**config.mk**
```make
export PLATFORM = sky130hd
export DESIGN_NAME = psum_drain_ctrl_flat
export DESIGN_NICKNAME = d
export VERILOG_FILES = /design/src/rtl/psum_drain_ctrl_if.sv /design/src/rtl/psum_drain_ctrl.sv /design/src/flat_wrapper.sv
export SDC_FILE = /design/constraint.sdc
export NUM_CORES = 2
export LEC_CHECK = 0
export ABC_AREA = 0
export BUFFER_PORTS_ARGS = -buffer_cell sky130_fd_sc_hd__clkbuf_2
export CELL_PAD_IN_SITES_DETAIL_PLACEMENT = 0
export CELL_PAD_IN_SITES_GLOBAL_PLACEMENT = 1
export CORE_ASPECT_RATIO = 0.6
export CORE_MARGIN = 1
export CORE_UTILIZATION = 49
export CTS_CLUSTER_SIZE = 20
export DETAILED_ROUTE_END_ITERATION = 16
export PLACE_DENSITY_LB_ADDON = 0.1
export RECOVER_POWER = 50
export SYNTH_ARGS = -nofsm -noshare
export SYNTH_HDL_FRONTEND = slang
export SYNTH_SLANG_ARGS = --single-unit
```
**constraint.sdc**
```tcl
create_clock -name clk -period 4.1 [get_ports clk]
set_input_delay 0.205 -clock clk [delete_from_list [all_inputs] [get_ports clk]]
set_output_delay 0.205 -clock clk [all_outputs]
set_load 0.01 [all_outputs]
```
**src/rtl/psum_drain_ctrl_if.sv**
```systemverilog
// psum_drain_ctrl_if
//   Bundles the drain controller's memory port and its output stream.
//   master : drain controller side (drives read/write requests and o_dat/o_vld,
//            receives read data and downstream ready).
//   slave  : memory + writeback side (the opposite directions).
interface psum_drain_ctrl_if #(
    parameter int DATA_WIDTH = 32,
    parameter int ADDR_WIDTH = 32
);
    logic [ADDR_WIDTH-1:0] mem_radd;
    logic                  mem_rden;
    logic [DATA_WIDTH-1:0] mem_odat;
    logic                  mem_oval;
    logic [ADDR_WIDTH-1:0] mem_wadd;
    logic                  mem_wren;
    logic [DATA_WIDTH-1:0] mem_idat;
    logic [DATA_WIDTH-1:0] o_dat;
    logic                  o_vld;
    logic                  i_rdy;

    modport master (
        output mem_radd, mem_rden, mem_wadd, mem_wren, mem_idat, o_dat, o_vld,
        input  mem_odat, mem_oval, i_rdy
    );

    modport slave (
        input  mem_radd, mem_rden, mem_wadd, mem_wren, mem_idat, o_dat, o_vld,
        output mem_odat, mem_oval, i_rdy
    );
endinterface

```
**src/rtl/psum_drain_ctrl.sv**
```systemverilog
// psum_drain_ctrl
//   Drains the partial-sum memory after accumulation: reads addresses 0..N-1
//   in order, applies optional per-lane ReLU, streams words out through a
//   small skid FIFO and optionally zeroes each drained address.
//   Ports:
//     clk, rst_n            clock, async active-low reset
//     i_start               start pulse (ignored while busy)
//     i_conf_outputsize     words per kernel group minus 1
//     i_conf_numgroup       number of kernel groups
//     i_conf_relu_en        clamp negative lanes to 0
//     i_conf_clear_en       write zero back to each drained address
//     bus (master)          memory read/write port + o_dat/o_vld/i_rdy stream
//     o_busy, o_done        drain in progress / one-cycle completion pulse
module psum_drain_ctrl #(
    parameter int BIT_WIDTH  = 8,
    parameter int REG_WIDTH  = 32,
    parameter int DATA_WIDTH = 32,
    parameter int ADDR_WIDTH = 32,
    parameter int FIFO_DEPTH = 4,
    parameter int MEM_DELAY  = 1
) (
    input  logic                 clk,
    input  logic                 rst_n,
    input  logic                 i_start,
    input  logic [REG_WIDTH-1:0] i_conf_outputsize,
    input  logic [REG_WIDTH-1:0] i_conf_numgroup,
    input  logic                 i_conf_relu_en,
    input  logic                 i_conf_clear_en,
    psum_drain_ctrl_if.master    bus,
    output logic                 o_busy,
    output logic                 o_done
);
    localparam int LANES = DATA_WIDTH / BIT_WIDTH;
    localparam int CW    = $clog2(FIFO_DEPTH + 1) + 1;
    localparam int PW    = (FIFO_DEPTH > 1) ? $clog2(FIFO_DEPTH) : 1;

    typedef enum logic [1:0] {S_IDLE, S_READ, S_FLUSH, S_DONE} state_t;

    state_t                r_state, w_state_nxt;
    logic [REG_WIDTH-1:0]  r_total, r_rd_cnt, r_sh_cnt;
    logic                  r_relu_en, r_clear_en;
    logic [CW-1:0]         r_inflight, r_count;
    logic [PW-1:0]         r_wp, r_rp;
    logic [DATA_WIDTH-1:0] r_fifo [FIFO_DEPTH];
    logic                  r_wren;
    logic [ADDR_WIDTH-1:0] r_wadd;

    logic [REG_WIDTH-1:0]  w_total;
    logic [CW:0]           w_occ;
    logic                  w_rden, w_last_rd, w_ret, w_full, w_push, w_vld, w_pop;
    logic [DATA_WIDTH-1:0] w_proc;

    // Product is deliberately truncated to REG_WIDTH bits.
    assign w_total   = (i_conf_outputsize + REG_WIDTH'(1)) * i_conf_numgroup;

    // Credit: every issued read owns a FIFO slot until it is popped.
    assign w_occ     = (CW+1)'(r_count) + (CW+1)'(r_inflight);
    assign w_rden    = (r_state == S_READ) && (w_occ < (CW+1)'(FIFO_DEPTH));
    assign w_last_rd = w_rden && (r_rd_cnt == r_total - REG_WIDTH'(1));

    // Returns outside a drain are stray and ignored.
    assign w_ret     = bus.mem_oval && (r_state != S_IDLE);
    assign w_full    = (r_count == CW'(FIFO_DEPTH));
    assign w_push    = w_ret && !w_full;
    assign w_vld     = (r_count != '0);
    assign w_pop     = w_vld && bus.i_rdy;

    for (genvar g = 0; g < LANES; g++) begin : g_lane
        assign w_proc[g*BIT_WIDTH +: BIT_WIDTH] =
            (r_relu_en && bus.mem_odat[g*BIT_WIDTH + BIT_WIDTH - 1]) ?
            '0 : bus.mem_odat[g*BIT_WIDTH +: BIT_WIDTH];
    end

    always_comb begin
        w_state_nxt = r_state;
        case (r_state)
            S_IDLE:  if (i_start) w_state_nxt = (w_total == '0) ? S_DONE : S_READ;
            S_READ:  if (w_last_rd) w_state_nxt = S_FLUSH;
            S_FLUSH: if (r_inflight == '0 && r_count == '0) w_state_nxt = S_DONE;
            S_DONE:  w_state_nxt = S_IDLE;
            default: w_state_nxt = S_IDLE;
        endcase
    end

    always_ff @(posedge clk or negedge rst_n) begin
        if (!rst_n) begin
            r_state    <= S_IDLE;
            r_total    <= '0;
            r_rd_cnt   <= '0;
            r_sh_cnt   <= '0;
            r_relu_en  <= 1'b0;
            r_clear_en <= 1'b0;
            r_inflight <= '0;
            r_count    <= '0;
            r_wp       <= '0;
            r_rp       <= '0;
            r_wren     <= 1'b0;
            r_wadd     <= '0;
        end else begin
            r_state <= w_state_nxt;

            if (r_state == S_IDLE && i_start) begin
                r_total    <= w_total;
                r_relu_en  <= i_conf_relu_en;
                r_clear_en <= i_conf_clear_en;
                r_rd_cnt   <= '0;
                r_sh_cnt   <= '0;
            end else begin
                if (w_rden) r_rd_cnt <= r_rd_cnt + REG_WIDTH'(1);
                if (w_ret)  r_sh_cnt <= r_sh_cnt + REG_WIDTH'(1);
            end

            case ({w_rden, w_ret})
                2'b10:   r_inflight <= r_inflight + CW'(1);
                2'b01:   if (r_inflight != '0) r_inflight <= r_inflight - CW'(1);
                default: ;
            endcase

            case ({w_push, w_pop})
                2'b10:   r_count <= r_count + CW'(1);
                2'b01:   r_count <= r_count - CW'(1);
                default: ;
            endcase

            if (w_push) r_wp <= (r_wp == PW'(FIFO_DEPTH - 1)) ? '0 : r_wp + PW'(1);
            if (w_pop)  r_rp <= (r_rp == PW'(FIFO_DEPTH - 1)) ? '0 : r_rp + PW'(1);

            // Zero write trails the read return by a cycle, so it can never
            // overtake the read of the same address.
            r_wren <= w_ret && r_clear_en;
            r_wadd <= ADDR_WIDTH'(r_sh_cnt);
        end
    end

    // Storage needs no reset: o_dat is masked until a word is present.
    always_ff @(posedge clk) begin
        if (w_push) r_fifo[r_wp] <= w_proc;
    end

    assign bus.mem_rden = w_rden;
    assign bus.mem_radd = ADDR_WIDTH'(r_rd_cnt);
    assign bus.mem_wren = r_wren;
    assign bus.mem_wadd = r_wadd;
    assign bus.mem_idat = '0;
    assign bus.o_vld    = w_vld;
    assign bus.o_dat    = w_vld ? r_fifo[r_rp] : '0;
    assign o_busy       = (r_state == S_READ) || (r_state == S_FLUSH);
    assign o_done       = (r_state == S_DONE);
endmodule

```
**src/flat_wrapper.sv**
```systemverilog
// flat-port wrapper written by rule: the top's interface ports become plain ports
module psum_drain_ctrl_flat 
#(
    parameter int BIT_WIDTH  = 8,
    parameter int REG_WIDTH  = 32,
    parameter int DATA_WIDTH = 32,
    parameter int ADDR_WIDTH = 32,
    parameter int FIFO_DEPTH = 4,
    parameter int MEM_DELAY  = 1
)
  (clk, rst_n, i_start, i_conf_outputsize, i_conf_numgroup, i_conf_relu_en, i_conf_clear_en, o_busy, o_done, bus_mem_radd, bus_mem_rden, bus_mem_wadd, bus_mem_wren, bus_mem_idat, bus_o_dat, bus_o_vld, bus_mem_odat, bus_mem_oval, bus_i_rdy);
  psum_drain_ctrl_if #(.DATA_WIDTH(DATA_WIDTH), .ADDR_WIDTH(ADDR_WIDTH)) bus_i ();
  input  logic clk;
  input  logic rst_n;
  input  logic i_start;
  input  logic [REG_WIDTH-1:0] i_conf_outputsize;
  input  logic [REG_WIDTH-1:0] i_conf_numgroup;
  input  logic i_conf_relu_en;
  input  logic i_conf_clear_en;
  output logic o_busy;
  output logic o_done;
  output wire logic [$bits(bus_i.mem_radd)-1:0] bus_mem_radd;
  output wire logic [$bits(bus_i.mem_rden)-1:0] bus_mem_rden;
  output wire logic [$bits(bus_i.mem_wadd)-1:0] bus_mem_wadd;
  output wire logic [$bits(bus_i.mem_wren)-1:0] bus_mem_wren;
  output wire logic [$bits(bus_i.mem_idat)-1:0] bus_mem_idat;
  output wire logic [$bits(bus_i.o_dat)-1:0] bus_o_dat;
  output wire logic [$bits(bus_i.o_vld)-1:0] bus_o_vld;
  input wire logic [$bits(bus_i.mem_odat)-1:0] bus_mem_odat;
  input wire logic [$bits(bus_i.mem_oval)-1:0] bus_mem_oval;
  input wire logic [$bits(bus_i.i_rdy)-1:0] bus_i_rdy;
  assign bus_mem_radd = bus_i.mem_radd;
  assign bus_mem_rden = bus_i.mem_rden;
  assign bus_mem_wadd = bus_i.mem_wadd;
  assign bus_mem_wren = bus_i.mem_wren;
  assign bus_mem_idat = bus_i.mem_idat;
  assign bus_o_dat = bus_i.o_dat;
  assign bus_o_vld = bus_i.o_vld;
  assign bus_i.mem_odat = bus_mem_odat;
  assign bus_i.mem_oval = bus_mem_oval;
  assign bus_i.i_rdy = bus_i_rdy;
  psum_drain_ctrl #(.BIT_WIDTH(BIT_WIDTH), .REG_WIDTH(REG_WIDTH), .DATA_WIDTH(DATA_WIDTH), .ADDR_WIDTH(ADDR_WIDTH), .FIFO_DEPTH(FIFO_DEPTH), .MEM_DELAY(MEM_DELAY)) u_core (.clk(clk), .rst_n(rst_n), .i_start(i_start), .i_conf_outputsize(i_conf_outputsize), .i_conf_numgroup(i_conf_numgroup), .i_conf_relu_en(i_conf_relu_en), .i_conf_clear_en(i_conf_clear_en), .bus(bus_i), .o_busy(o_busy), .o_done(o_done));
endmodule
```
Yosys cells after proc, flatten, opt, wreduce, memory -nomap -nowiden
Memories as Yosys holds them, arrays and structs flattened. Index checks and enable logic that the tools add are counted.

$add $sub $neg: 11. Multiply operators: 1. Divide/modulo/power cells: 0. Order comparisons: 1. Equality and inequality tests: 15. Shift-type cells: 0. Mux-type cells: 21. Bitwise gates (word level): 0. Reductions and logical operators: 27.

Operator list (number): 32-bit two-way mux (5); 32-bit by 1-bit adder with 32-bit output (second input constant) (3); 32-bit == test (1); 32-bit logical NOT (1); 32-bit by 32-bit multiplier with 32-bit output (1); 8-bit two-way mux (4); 32-bit by 1-bit subtractor with 32-bit output (second input constant) (1); 4-bit one-hot mux with 2 select lines (2); 2-bit == test (second input constant) (6); 1-bit logical AND (12); 2-bit two-way mux (6); 2-bit nonzero test (5); 4-bit by 1-bit adder with 4-bit output (second input constant) (2); 4-bit logical NOT (2); 2-bit one-hot mux with 4 select lines (1); 4-bit nonzero test (2); 4-bit by 1-bit subtractor with 4-bit output (second input constant) (2); 2-bit by 1-bit == test with 1-bit output (second input constant) (3); 2-bit by 1-bit inequality test with 1-bit output (second input constant) (3); 4-bit by 4-bit adder with 5-bit output (1); 5-bit by 3-bit < comparator with 1-bit output (second input constant) (1); 2-bit by 1-bit adder with 2-bit output (second input constant) (2); 4-bit by 3-bit == test with 1-bit output (second input constant) (1); 4-bit two-way mux (1); 7 further kinds (8).

Bits in registers: 145. Latch bits: 0. Memory bits (writable): 128. Bits in read-only memories: 0. Input port bits: 103. Output and inout bits: 133. Word-level logic and storage cells: 89. Memories: 1.

Memories: u_core.r_fifo (depth 4, width 32, rd ports 1, clocked after Yosys merged registers in 0, write ports 1, RTL line psum_drain_ctrl.sv:44) `logic [DATA_WIDTH-1:0] r_fifo [FIFO_DEPTH];`.

Depth between registers and ports, before layout
Word-level depth: 6. Depth in mapped cells: 32.

Least setup slack after synthesis
OpenSTA, ideal clock, no wires.

Path type: input -> register. From: input i_conf_outputsize[0]. To: register u_core.r_total[31]. Setup time: 125 ps. Data arrival time: 8044 ps. Required time: 3975 ps. Path slack: -4069 ps. Stages on the path: 29. Path buffers: 3. Path through: clkbuf_1 > nand2_1 > or3_1 > nor2_1 > xor2_1 > clkbuf_1 > nand2_1 > fa_1 > inv_1 > fa_1 > fa_1 > inv_1 > fa_1 > inv_1 > fa_1 > fa_1 > fa_1 > fa_1 > ha_1 > clkbuf_1 > a21o_1 > a21o_1 > a21o_1 > a22o_1 > a211o_1 > a41o_1 > a21oi_1 > xnor3_1 > mux2_2.

Word-level cells in the longest chain between the ends: 2.

Ends and longest elaborated chain: start: declaration (RTL line flat_wrapper.sv:16) `input logic [REG_WIDTH-1:0] i_conf_outputsize;`; 32-bit by 1-bit adder with 32-bit output (RTL line psum_drain_ctrl.sv:54) `assign w_total = (i_conf_outputsize + REG_WIDTH'(1)) * i_conf_numgroup;`; 32-bit by 32-bit multiplier with 32-bit output (RTL line psum_drain_ctrl.sv:54); end signal: assignment (RTL line psum_drain_ctrl.sv:103) `r_total <= w_total;`; end: declaration (RTL line psum_drain_ctrl.sv:40) `logic [REG_WIDTH-1:0] r_total, r_rd_cnt, r_sh_cnt;`.

Every way passes these cells. A chain may end at the register's enable or synchronous reset.

Final worst setup path
From: input i_conf_outputsize[9]. To: register u_core.r_state[1].

Word-level cells in the longest chain between the ends: 6.

Ends and longest elaborated chain: 32-bit by 1-bit adder with 32-bit output (RTL line psum_drain_ctrl.sv:54); 32-bit by 32-bit multiplier with 32-bit output (RTL line psum_drain_ctrl.sv:54); 32-bit logical NOT (RTL line psum_drain_ctrl.sv:77) `S_IDLE: if (i_start) w_state_nxt = (w_total == '0) ? S_DONE : S_READ;`; 2-bit two-way mux (2 in a row) (RTL line psum_drain_ctrl.sv:77); 2-bit one-hot mux with 4 select lines (RTL line psum_drain_ctrl.sv:76) `case (r_state)`; end signal: assignment (RTL line psum_drain_ctrl.sv:100) `r_state <= w_state_nxt;`; end: declaration (RTL line psum_drain_ctrl.sv:39) `state_t r_state, w_state_nxt;`.

Every way passes these cells. The select of a mux whose other input is x is not followed.

==> results.cfg <==
[floorplanning]
start_util_pct = 50.1
die_h_um = 191
num_rows = 68
coreArea_um2 = 58000
die_area_um2 = 60300
io_pins = 236
die_w_um = 316

[sta]
tightest_slew_ps = 1890
period_share_pct = 191
period_needed_ps = 7850
setup_viol = 27
skew_ps = 18.8
slew_viol_final = 74
fin_ws_ps = -3750
max_freq_ghz = 0.127
slew_headroom_pct = -25.8
hold_viol = 0
rsz0062_at_grt = true

[synthesis]
synth_warnings = 0
syn_inst = 2870
synth_top_cell_by_area = fa_1
synth.cell_area_um2 = 29100
synth-async-reset-ratio_pct = 53.1
ys.flop_type = dfrtp_1
synth_common_cells = 424 x inv_1, 410 x fa_1, 368 x nand2_1, 317 x and2_1, 145 x dfrtp_1
ys_ff_latch = 273
ys_types = 74
synth_area_leaders = fa_1 28%, edfxtp_1 13%, dfrtp_1 12%, and2_1 6.8%, ha_1 6.2%
yosysMostFrequentCell = inv_1
seq_area_frac_synth_pct = 25.7
netlist.area_leader.share_pct = 28.3
syn_area_per_cell_um2 = 10.1
synth_edf_count = 128

[outcome]
status = finished with violations
violations = capacitance limit, slew limit, setup timing

[route]
first_iter_violations = 1678
antenna_left = 0
wl_met2_um = 35200
post-route-drc-count = 0
wl_met1_um = 43700
wl_met3_um = 10700
post_drt_wl_per_cell_um = 21.6
dr.max_layer_used = met5
first_pass_iters = 5
via_count = 22500
wl_um = 91000
via_per_inst = 5.36

[clocking]
path_clk_slew_ps = 70
clock_latency_ps = 520
clock_sinks = 273
tritoncts = built
htreeDepth = 1
numCtsBuffers = 23
clk_path_buf_depth = 3
clockRootBuffer = clkbuf_16

[critical_path]
path_common_cell = fa_1
rrSetupSlack_ps = -20
critical_path_buf_inv_count = 5
critical-path-max-stage-delay_ps = 580
start_kind = input port
path_delay_family = adder cells
crit_path_max_fanout = 4
worstPathArrival_ps = 8280
crit_required_ps = 4530
r2r_cells = 12
cp-end-kind = flip-flop
critPathSlowestCell = fa_2
r2r-end = u_core.r_state[1]$_DFFE_PN0P_
path_class = in2reg
r2r-start = u_core.r_total[0]$_DFFE_PN0P_

[final_layout]
nets = 4077
final_util_pct = 64.3
area_growth_pct = 28.4
final_cells = 4206
drive_above_1_share_pct = 28.5
antenna_cells = 0

[flow_run]
max_cap_violations = 1

[grt]
grt_pass1_wl_um = 136000
first_global_vias = 22700
antenna_found_initial = 2
grt_max_degree = 74
grt_usage_pct = 29.9
grt_overflow = 0

[hold_path]
hold_start = bus_mem_odat[29]
hold_end = u_core.r_fifo[3][29]$_DFFE_PP_
worstHoldPathCells = 2
min_path_type = in2reg

[placed_design]
gp_congestion = 0.966
io_buffers = 203
dp_hpwl_um = 70800
placed_cells_incl_taps = 4078
[layout make-up]
cell class,count,area [um2]
Clock buffer,29,618
Multi-Input combinational cell,2043,21400
Sequential cell,273,7470
Fill cell,4624,20700
Timing Repair Buffer,655,5120
Tap cell,770,963
Clock inverter,12,87.6
Inverter,424,1600
[logic make-up after synthesis]
group | after synthesis | share of synthesized area [%]
AND/OR/NAND/NOR | 1039 | 18.6
AO/OA/AOI/OAI | 184 | 4.11
buffers and inverters | 585 | 8.03
XOR/XNOR | 184 | 6.00
multiplexers | 50 | 3.11
flip-flops | 273 | 25.7
adder cells (fa/ha/maj) | 554 | 34.5
other | 1 | 0.0129
[metal layers]
layer,track usage [%],vias up
li1,-,10100
met1,49.1,11500
met2,38.4,908
met3,10.2,72
met4,2.96,5
met5,0,-
[flip-flops by register name (all words and copies together), names as in the netlist]
register / cells
u_core.r_inflight: 4
u_core.bus.mem_radd: 32
u_core.r_count: 4
u_core.r_sh_cnt: 32
u_core.r_wp: 2
u_core.r_relu_en: 1
u_core.bus.mem_wren: 1
u_core.r_rp: 2
u_core.r_clear_en: 1
u_core.r_total: 32
u_core.r_state: 2
u_core.bus.mem_wadd: 32
u_core.r_fifo: 128
[how the worst max path moves through the flow]
stage | from | slack, ps | endpoint | cells after the start
2_1_floorplan | i_conf_outputsize[13] | -3680 | u_core.r_total[31]$_DFFE_PN0P_ | 31
3_3_place_gp | i_conf_outputsize[13] | -4570 | u_core.r_state[1]$_DFFE_PN0P_ | 30
3_5_place_dp | i_conf_outputsize[11] | -4660 | u_core.r_state[1]$_DFFE_PN0P_ | 30
4_1_cts | i_conf_outputsize[13] | -3640 | u_core.r_total[31]$_DFFE_PN0P_ | 30
5_1_grt | i_conf_outputsize[9] | -3880 | u_core.r_total[30]$_DFFE_PN0P_ | 31
6_report | i_conf_outputsize[9] | -3750 | u_core.r_state[1]$_DFFE_PN0P_ | 28
[cells in the final DEF, fill, tap and decap left out, types with 20 or more instances in the layout]
cell type	n
edfxtp_1	128
xnor2_1	83
and2_1	276
nor2_1	74
dfrtp_1	144
nand2b_1	20
buf_12	23
nand2_1	347
ha_1	93
clkbuf_1	57
inv_2	30
xor2_1	53
nand4_1	28
nor2b_1	43
fa_1	365
ha_4	48
inv_1	393
clkbuf_16	27
conb_1	32
and2_4	22
buf_6	81
clkbuf_2	142
mux4_2	32
buf_4	337
fa_2	45
nand3_1	51
o21ai_0	41
[per-stage QoR]
step / hold WS (ps) / worst slack (ps) / TNS [ps] / instance area, um2
6_report: 54.5 / -3750 / -69010 / 37300
5_1_grt: 57.9 / -3880 / -72520 / 37300
4_1_cts: 16.3 / -3640 / -67570 / 36000
3_5_place_dp: 273 / -4660 / -88460 / 33900
3_3_place_gp: 260 / -4570 / -86820 / 33900
2_1_floorplan: -90.6 / -3680 / -60550 / 29900
[worst reg2reg max path, stage by stage, from the launching register on]
cell       delay (ps)
dfrtp_1           390
inv_1              90
ha_1              190
nor4b_2           550
and3_1            370
nand3_1           100
o21ai_0           240
nand3_1           120
or4_1             520
or4_1             590
a2111o_1          460
nand4bb_1         210
o31ai_2           190
[what timing repair did]
action                     CTS  global route
pin swaps                   95           125
hold endpoints to repair    73             0
hold buffers                 3             0
setup endpoints to repair   28            29
buffers inserted            54            43
gates resized for setup    184           215
gates cloned                 0             4
Power is not shown: default switching activity piles up to over one toggle a cycle in this logic, so the estimate is an artifact.
